## config.mk

```make
export PLATFORM = sky130hd
export DESIGN_NAME = pc_sequencer
export DESIGN_NICKNAME = d
export VERILOG_FILES = /design/src/rtl/cpu_pkg.sv /design/src/rtl/branch_target_calc.sv /design/src/rtl/pc_sequencer.sv
export SDC_FILE = /design/constraint.sdc
export NUM_CORES = 1
export LEC_CHECK = 0
export ABC_CLOCK_PERIOD_IN_PS = 7000
export CAP_MARGIN = 10
export CORE_MARGIN = 2
export CORE_UTILIZATION = 62
export DETAILED_ROUTE_END_ITERATION = 12
export PLACE_DENSITY = 0.88
export SYNTH_ARGS = -nofsm -noshare
export SYNTH_HDL_FRONTEND = slang
export SYNTH_HIERARCHICAL = 1
export SYNTH_SLANG_ARGS = --single-unit
export TNS_END_PERCENT = 30
```

## constraint.sdc

```tcl
create_clock -name CLK -period 7 [get_ports CLK]
set_input_delay 0.7 -clock CLK [delete_from_list [all_inputs] [get_ports CLK]]
set_output_delay 0.7 -clock CLK [all_outputs]
set_load 0.05 [all_outputs]
```

## src/rtl/cpu_pkg.sv

```systemverilog
// rtl/cpu_pkg.sv - shared fetch-side types and constants for pc_sequencer
package cpu_pkg;
  typedef enum logic [1:0] {
    BOOT  = 2'd0,
    FETCH = 2'd1,
    STALL = 2'd2
  } pc_seq_state_t;

  localparam int PC_INCR    = 4;
  localparam int WORD_SHIFT = 2;
endpackage

```

## src/rtl/branch_target_calc.sv

```systemverilog
// rtl/branch_target_calc.sv - next-PC select: PC+4 or PC+4 plus word-scaled signed offset
module branch_target_calc
  import cpu_pkg::*;
#(
  parameter int PC_W     = 32,
  parameter int OFFSET_W = 8
) (
  input  logic [PC_W-1:0]     i_pc,
  input  logic [OFFSET_W-1:0] i_offset,
  input  logic                i_taken,
  output logic [PC_W-1:0]     o_next_pc
);
  logic [PC_W-1:0] w_seq_pc;
  logic [PC_W-1:0] w_offset_ext;
  logic [PC_W-1:0] w_byte_offset;

  assign w_seq_pc      = i_pc + PC_W'(PC_INCR);
  assign w_offset_ext  = {{(PC_W-OFFSET_W){i_offset[OFFSET_W-1]}}, i_offset};
  assign w_byte_offset = w_offset_ext << WORD_SHIFT;
  // Modulo-2^PC_W wrap falls out of the fixed-width adds.
  assign o_next_pc     = i_taken ? (w_seq_pc + w_byte_offset) : w_seq_pc;
endmodule

```

## src/rtl/pc_sequencer.sv

```systemverilog
// rtl/pc_sequencer.sv - program counter FSM (BOOT/FETCH/STALL); PC_SEQ_STALL_COUNT_EN adds STALL_CYCLES
module pc_sequencer
  import cpu_pkg::*;
#(
  parameter int              PC_W     = 32,
  parameter int              OFFSET_W = 8,
  parameter logic [PC_W-1:0] RESET_PC = '0
) (
  input  logic                CLK,
  input  logic                RESET,
  input  logic                BUSYWAIT,
  input  logic                JUMP,
  input  logic                BRANCH,
  input  logic                ZERO,
  input  logic [OFFSET_W-1:0] OFFSET,
  output logic [PC_W-1:0]     PC,
  output logic                INSTR_READ,
  output logic                FLUSH,
`ifdef PC_SEQ_STALL_COUNT_EN
  output logic                STALLED,
  output logic [15:0]         STALL_CYCLES
`else
  output logic                STALLED
`endif
);
  pc_seq_state_t   r_state;
  pc_seq_state_t   w_state_next;
  logic [PC_W-1:0] r_pc;
  logic            r_instr_read;
  logic            r_flush;
  logic            r_stalled;

  logic            w_taken;
  logic            w_advance;
  logic [PC_W-1:0] w_target;
  logic [PC_W-1:0] w_pc_next;
  logic            w_instr_read_next;
  logic            w_flush_next;
  logic            w_stalled_next;

  assign w_taken   = JUMP | (BRANCH & ZERO);
  assign w_advance = (r_state != BOOT) && !BUSYWAIT;

  branch_target_calc #(
    .PC_W     (PC_W),
    .OFFSET_W (OFFSET_W)
  ) u_target (
    .i_pc      (r_pc),
    .i_offset  (OFFSET),
    .i_taken   (w_taken),
    .o_next_pc (w_target)
  );

  always_ff @(posedge CLK) begin
    if (RESET) begin
      r_state      <= BOOT;
      r_pc         <= RESET_PC;
      r_instr_read <= 1'b0;
      r_flush      <= 1'b0;
      r_stalled    <= 1'b0;
    end else begin
      r_state      <= w_state_next;
      r_pc         <= w_pc_next;
      r_instr_read <= w_instr_read_next;
      r_flush      <= w_flush_next;
      r_stalled    <= w_stalled_next;
    end
  end

  always_comb begin
    w_state_next = r_state;
    case (r_state)
      BOOT:    w_state_next = FETCH;
      FETCH:   w_state_next = BUSYWAIT ? STALL : FETCH;
      STALL:   w_state_next = BUSYWAIT ? STALL : FETCH;
      default: w_state_next = BOOT;
    endcase
  end

  // Outputs are registered: this block computes their values for the next edge.
  always_comb begin
    w_pc_next         = r_pc;
    w_flush_next      = 1'b0;
    w_instr_read_next = (w_state_next != BOOT);
    w_stalled_next    = (w_state_next == STALL);
    if (w_advance) begin
      w_pc_next    = w_target;
      w_flush_next = w_taken;
    end
  end

`ifdef PC_SEQ_STALL_COUNT_EN
  logic [15:0] r_stall_cycles;

  always_ff @(posedge CLK) begin
    if (RESET) begin
      r_stall_cycles <= '0;
    end else if ((r_state == STALL) && (r_stall_cycles != 16'hFFFF)) begin
      r_stall_cycles <= r_stall_cycles + 16'd1;
    end
  end

  assign STALL_CYCLES = r_stall_cycles;
`endif

  assign PC         = r_pc;
  assign INSTR_READ = r_instr_read;
  assign FLUSH      = r_flush;
  assign STALLED    = r_stalled;
endmodule

```

==> flow_summary.yaml <==
sta:
  timing.final.hold_violations: 0
  post-route-period-util: 0.596
  tightestPinTransition_ns: 0.973
  fin_tns_setup_ns: 0
  setup_viol: 0
  skew_ns: 0.0113
  maxSlewViolCount: 0
  maxClockFrequency_mhz: 240
  grt_setup_unrepaired: "false"
  finalCriticalPeriod_ns: 4.17
  finalHoldWorstSlack_ns: 0.503
  max-slew-margin-rel: 0.352
yosys:
  syn_area_um2: 4030
  syn_inst: 535
  distinct_cell_type_count_after_synthesis: 59
  synth.yosys.warnings: 6
  avgSynthCellArea_um2: 7.54
  synthFlopType: "sky130_fd_sc_hd__dfxtp_1"
  synthArstFlopShare: 0
  ys_seq_elements: 37
  synth.yosys.seq_area_share: 0.184
  mappedNetlistNets: 590
  synth_enable_flop_cells: 0
setup_path:
  slowest_delay_ns: 0.47
  worst_r2r_startpoint: "PC[4]"
  critical_path_required_ns: 7.24
  cp_common_cell: "sky130_fd_sc_hd__a21oi_1"
  r2r.worst_path.cells: 16
  critPathArrivalTime_ns: 4.42
  crit_path_max_fanout: 8
  r2r-end: "PC[30]"
  critPathLaunchType: "flop"
  worstSetupEndpointType: "flop"
  slowest_stage: "sky130_fd_sc_hd__dfxtp_1"
  worst-r2r-setup-slack_ns: 2.83
  critical_path_class: "flop to flop"
  worstPathCellList: "and4_1, and3_1, nand4_4, nor3_1, xor2_1, ha_1, a21oi_1, o21bai_1, a21o_1, nor4_1, a21o_1, o2111ai_1, xnor2_1, a21oi_1, or3b_1, a21oi_1"
die:
  top_level_ports: 49
  fp.coreArea_um2: 6310
  fp.dieW_um: 84.7
  die-height_um: 84.7
  initial_utilization: 0.639
  placementRows: 29
  dieArea_um2: 7170
power:
  power.static_leakage_uw: 0.00183
  switching_share: 0.435
  clockPowerShare: 0.215
  power_frac_seq: 0.328
  vdd_drop_max_v: 0.000156
  power_per_cell_area_nw_per_um2: 166
  p_int_uw: 432
  power.switching_uw: 332
  share_comb_of_total_power: 0.457
  fin_total_pwr_uw: 764
cts:
  tritoncts.num_buffers: 5
  hold_buffers: 0
  tritoncts: "built"
  tritoncts_num_sinks: 37
  cts_max_level: 2
  clkTransAtPathRegs_ns: 0.09
  ctsLongestPathBuffers: 2
  post_cts_buffers: 0
  ctsRootBufferMaster: "sky130_fd_sc_hd__clkbuf_8"
  clkLatencyLatePin_ns: 0.31
  cts.repair.resized: 0
final_layout:
  final_nets: 620
  drive_gt1_frac: 0.0495
  filler_cell_count: 521
  layout.core_utilization: 0.727
  antenna_cells_inserted: 0
  synthToLayoutAreaGrowth_pct: 13.8
drt:
  via_per_inst: 6.39
  drcViolationCount: 0
  detail_route.first_pass.iterations: 5
  route.final.wire_length_mm: 11.0
  ant_nets: 0
  drt_iter0_drcs: 371
  detailroute.via_count: 4106
  routedWlPerCell_um: 17.2
global_route:
  grt_start_max_net_pins: 68
  first_global_vias: 3765
  grt_use_total: 0.310
  remaining_global_route_overflow: 0
  antenna_found_initial: 0
  wire_length_of_the_first_global_routing_pass_mm: 18.3
worst_hold_path:
  worst_hold_path.endpoint: "PC[0]"
  timing.hold.worst.class: "flop to flop"
  hold_wc_startpoint: "PC[0]"
  min_path_cells: 2
placed_design:
  place_congestion: 0.940
  dp_hpwl_mm: 8.02
  port_buffers: 48
outcome:
  run_status: "complete, no violations"
run:
  max-cap-violations: 0
## power groups by stage
| stage | Sequential (uW) | Combinational [uW] | Clock (uW) |
|---|---|---|---|
| after floorplan | 296 | 213 | 0 |
| after global placement | 253 | 335 | 0 |
| after detailed placement | 255 | 342 | 0 |
| after CTS | 250 | 344 | 165 |
| after global routing | 253 | 380 | 173 |
| final | 251 | 349 | 164 |
## critical path, delay by kind of cell, from the launching register on
family / cells / cell delay [ns]
flip-flops: 1 / 0.47
AO/OA/AOI/OAI: 7 / 1.39
AND/OR/NAND/NOR: 6 / 1.46
XOR/XNOR: 2 / 0.41
adder cells (fa/ha/maj): 1 / 0.38
## sequential cells by signal, indices dropped and copies added, names as in the netlist
signal      cells
FLUSH           1
r_state         2
PC             32
INSTR_READ      1
STALLED         1
## kinds of logic after synthesis
logic type,share of synthesized area
AND/OR/NAND/NOR,0.253
flip-flops,0.184
multiplexers,0.00279
AO/OA/AOI/OAI,0.266
buffers and inverters,0.0484
adder cells (fa/ha/maj),0.129
XOR/XNOR,0.117
## Yosys cell counts, types with 5 or more instances
cell type                   n  share of area
sky130_fd_sc_hd__a21oi_1   85           0.11
sky130_fd_sc_hd__nor2_1    51          0.047
sky130_fd_sc_hd__o21ai_0   41          0.051
sky130_fd_sc_hd__ha_1      40           0.12
sky130_fd_sc_hd__dfxtp_1   37           0.18
sky130_fd_sc_hd__or3b_1    32          0.069
sky130_fd_sc_hd__nand2_1   31          0.029
sky130_fd_sc_hd__xnor2_1   31          0.067
sky130_fd_sc_hd__xor2_1    23          0.050
sky130_fd_sc_hd__inv_1     16          0.015
sky130_fd_sc_hd__nand3_1   16          0.020
sky130_fd_sc_hd__a21o_1    13          0.024
sky130_fd_sc_hd__clkbuf_1  13          0.012
sky130_fd_sc_hd__nand4_1   11          0.017
sky130_fd_sc_hd__and3_1     8          0.012
sky130_fd_sc_hd__buf_2      8         0.0099
sky130_fd_sc_hd__nor3_1     8         0.0099
sky130_fd_sc_hd__a31oi_1    6         0.0093
sky130_fd_sc_hd__and4_1     6          0.013
sky130_fd_sc_hd__o21ai_1    5         0.0062
## stage by stage
stage                     cell area, um^2  cells  setup WS (ns)
final                                4590    643           2.83
after global routing                 4590    643           2.49
after CTS                            4590    643           2.88
after floorplan                      4030    535           2.96
after detailed placement             4500    635           2.91
after global placement               4500    635           3.04
## layer usage
layer	vias up	track usage	routed length (um)
li1	2007	-	-
met1	1895	0.438	5090
met2	181	0.490	5060
met3	23	0.0570	749
met4	0	0.0722	150
met5	-	0	0
## worst max-delay path by stage
stage | to | slack (ns) | startpoint | cells past startpoint
3_3_place_gp | PC[29] | 3.04 | OFFSET[7] | 13
4_1_cts | PC[30] | 2.88 | PC[4] | 16
2_1_floorplan | PC[30] | 2.96 | PC[4] | 16
6_report | PC[30] | 2.83 | PC[4] | 16
3_5_place_dp | PC[30] | 2.91 | PC[4] | 16
5_1_grt | PC[30] | 2.49 | PC[4] | 16
## final cells by class
| type | count | area [um^2] | area share |
|---|---|---|---|
| clock buffers | 5 | 68.8 | 0.0150 |
| clock inverters | 3 | 21.3 | 0.00463 |
| flip-flops and latches | 37 | 741 | 0.161 |
| well taps | 77 | 96.3 | 0.0210 |
| repair buffers | 52 | 505 | 0.110 |
| multi-input cells | 453 | 3100 | 0.675 |
| inverters | 16 | 60.1 | 0.0131 |
## layout by cell type (no fill, tap or decap), types with 2 or more instances in the layout
master	Yosys	final
sky130_fd_sc_hd__and4_1	6	6
sky130_fd_sc_hd__inv_1	16	16
sky130_fd_sc_hd__nand3_1	16	16
sky130_fd_sc_hd__nor2_1	51	51
sky130_fd_sc_hd__a31oi_1	6	6
sky130_fd_sc_hd__o21bai_1	3	3
sky130_fd_sc_hd__nor3_1	8	8
sky130_fd_sc_hd__a21oi_1	85	85
sky130_fd_sc_hd__ha_1	40	40
sky130_fd_sc_hd__buf_4	3	4
sky130_fd_sc_hd__o21ai_0	41	41
sky130_fd_sc_hd__or3b_1	32	32
sky130_fd_sc_hd__xnor2_1	31	31
sky130_fd_sc_hd__or3_1	2	2
sky130_fd_sc_hd__o211ai_1	3	3
sky130_fd_sc_hd__or2_2	2	2
sky130_fd_sc_hd__clkdlybuf4s50_1	0	47
sky130_fd_sc_hd__dfxtp_1	37	37
sky130_fd_sc_hd__nand4_1	11	11
sky130_fd_sc_hd__nor2b_1	4	4
sky130_fd_sc_hd__o21ai_1	5	5
sky130_fd_sc_hd__a21o_1	13	13
sky130_fd_sc_hd__o21a_1	2	2
sky130_fd_sc_hd__nand2_1	31	31
sky130_fd_sc_hd__and3_1	8	8
sky130_fd_sc_hd__clkbuf_8	0	5
sky130_fd_sc_hd__xor2_1	23	23
Power figures use the tool's default switching activity.
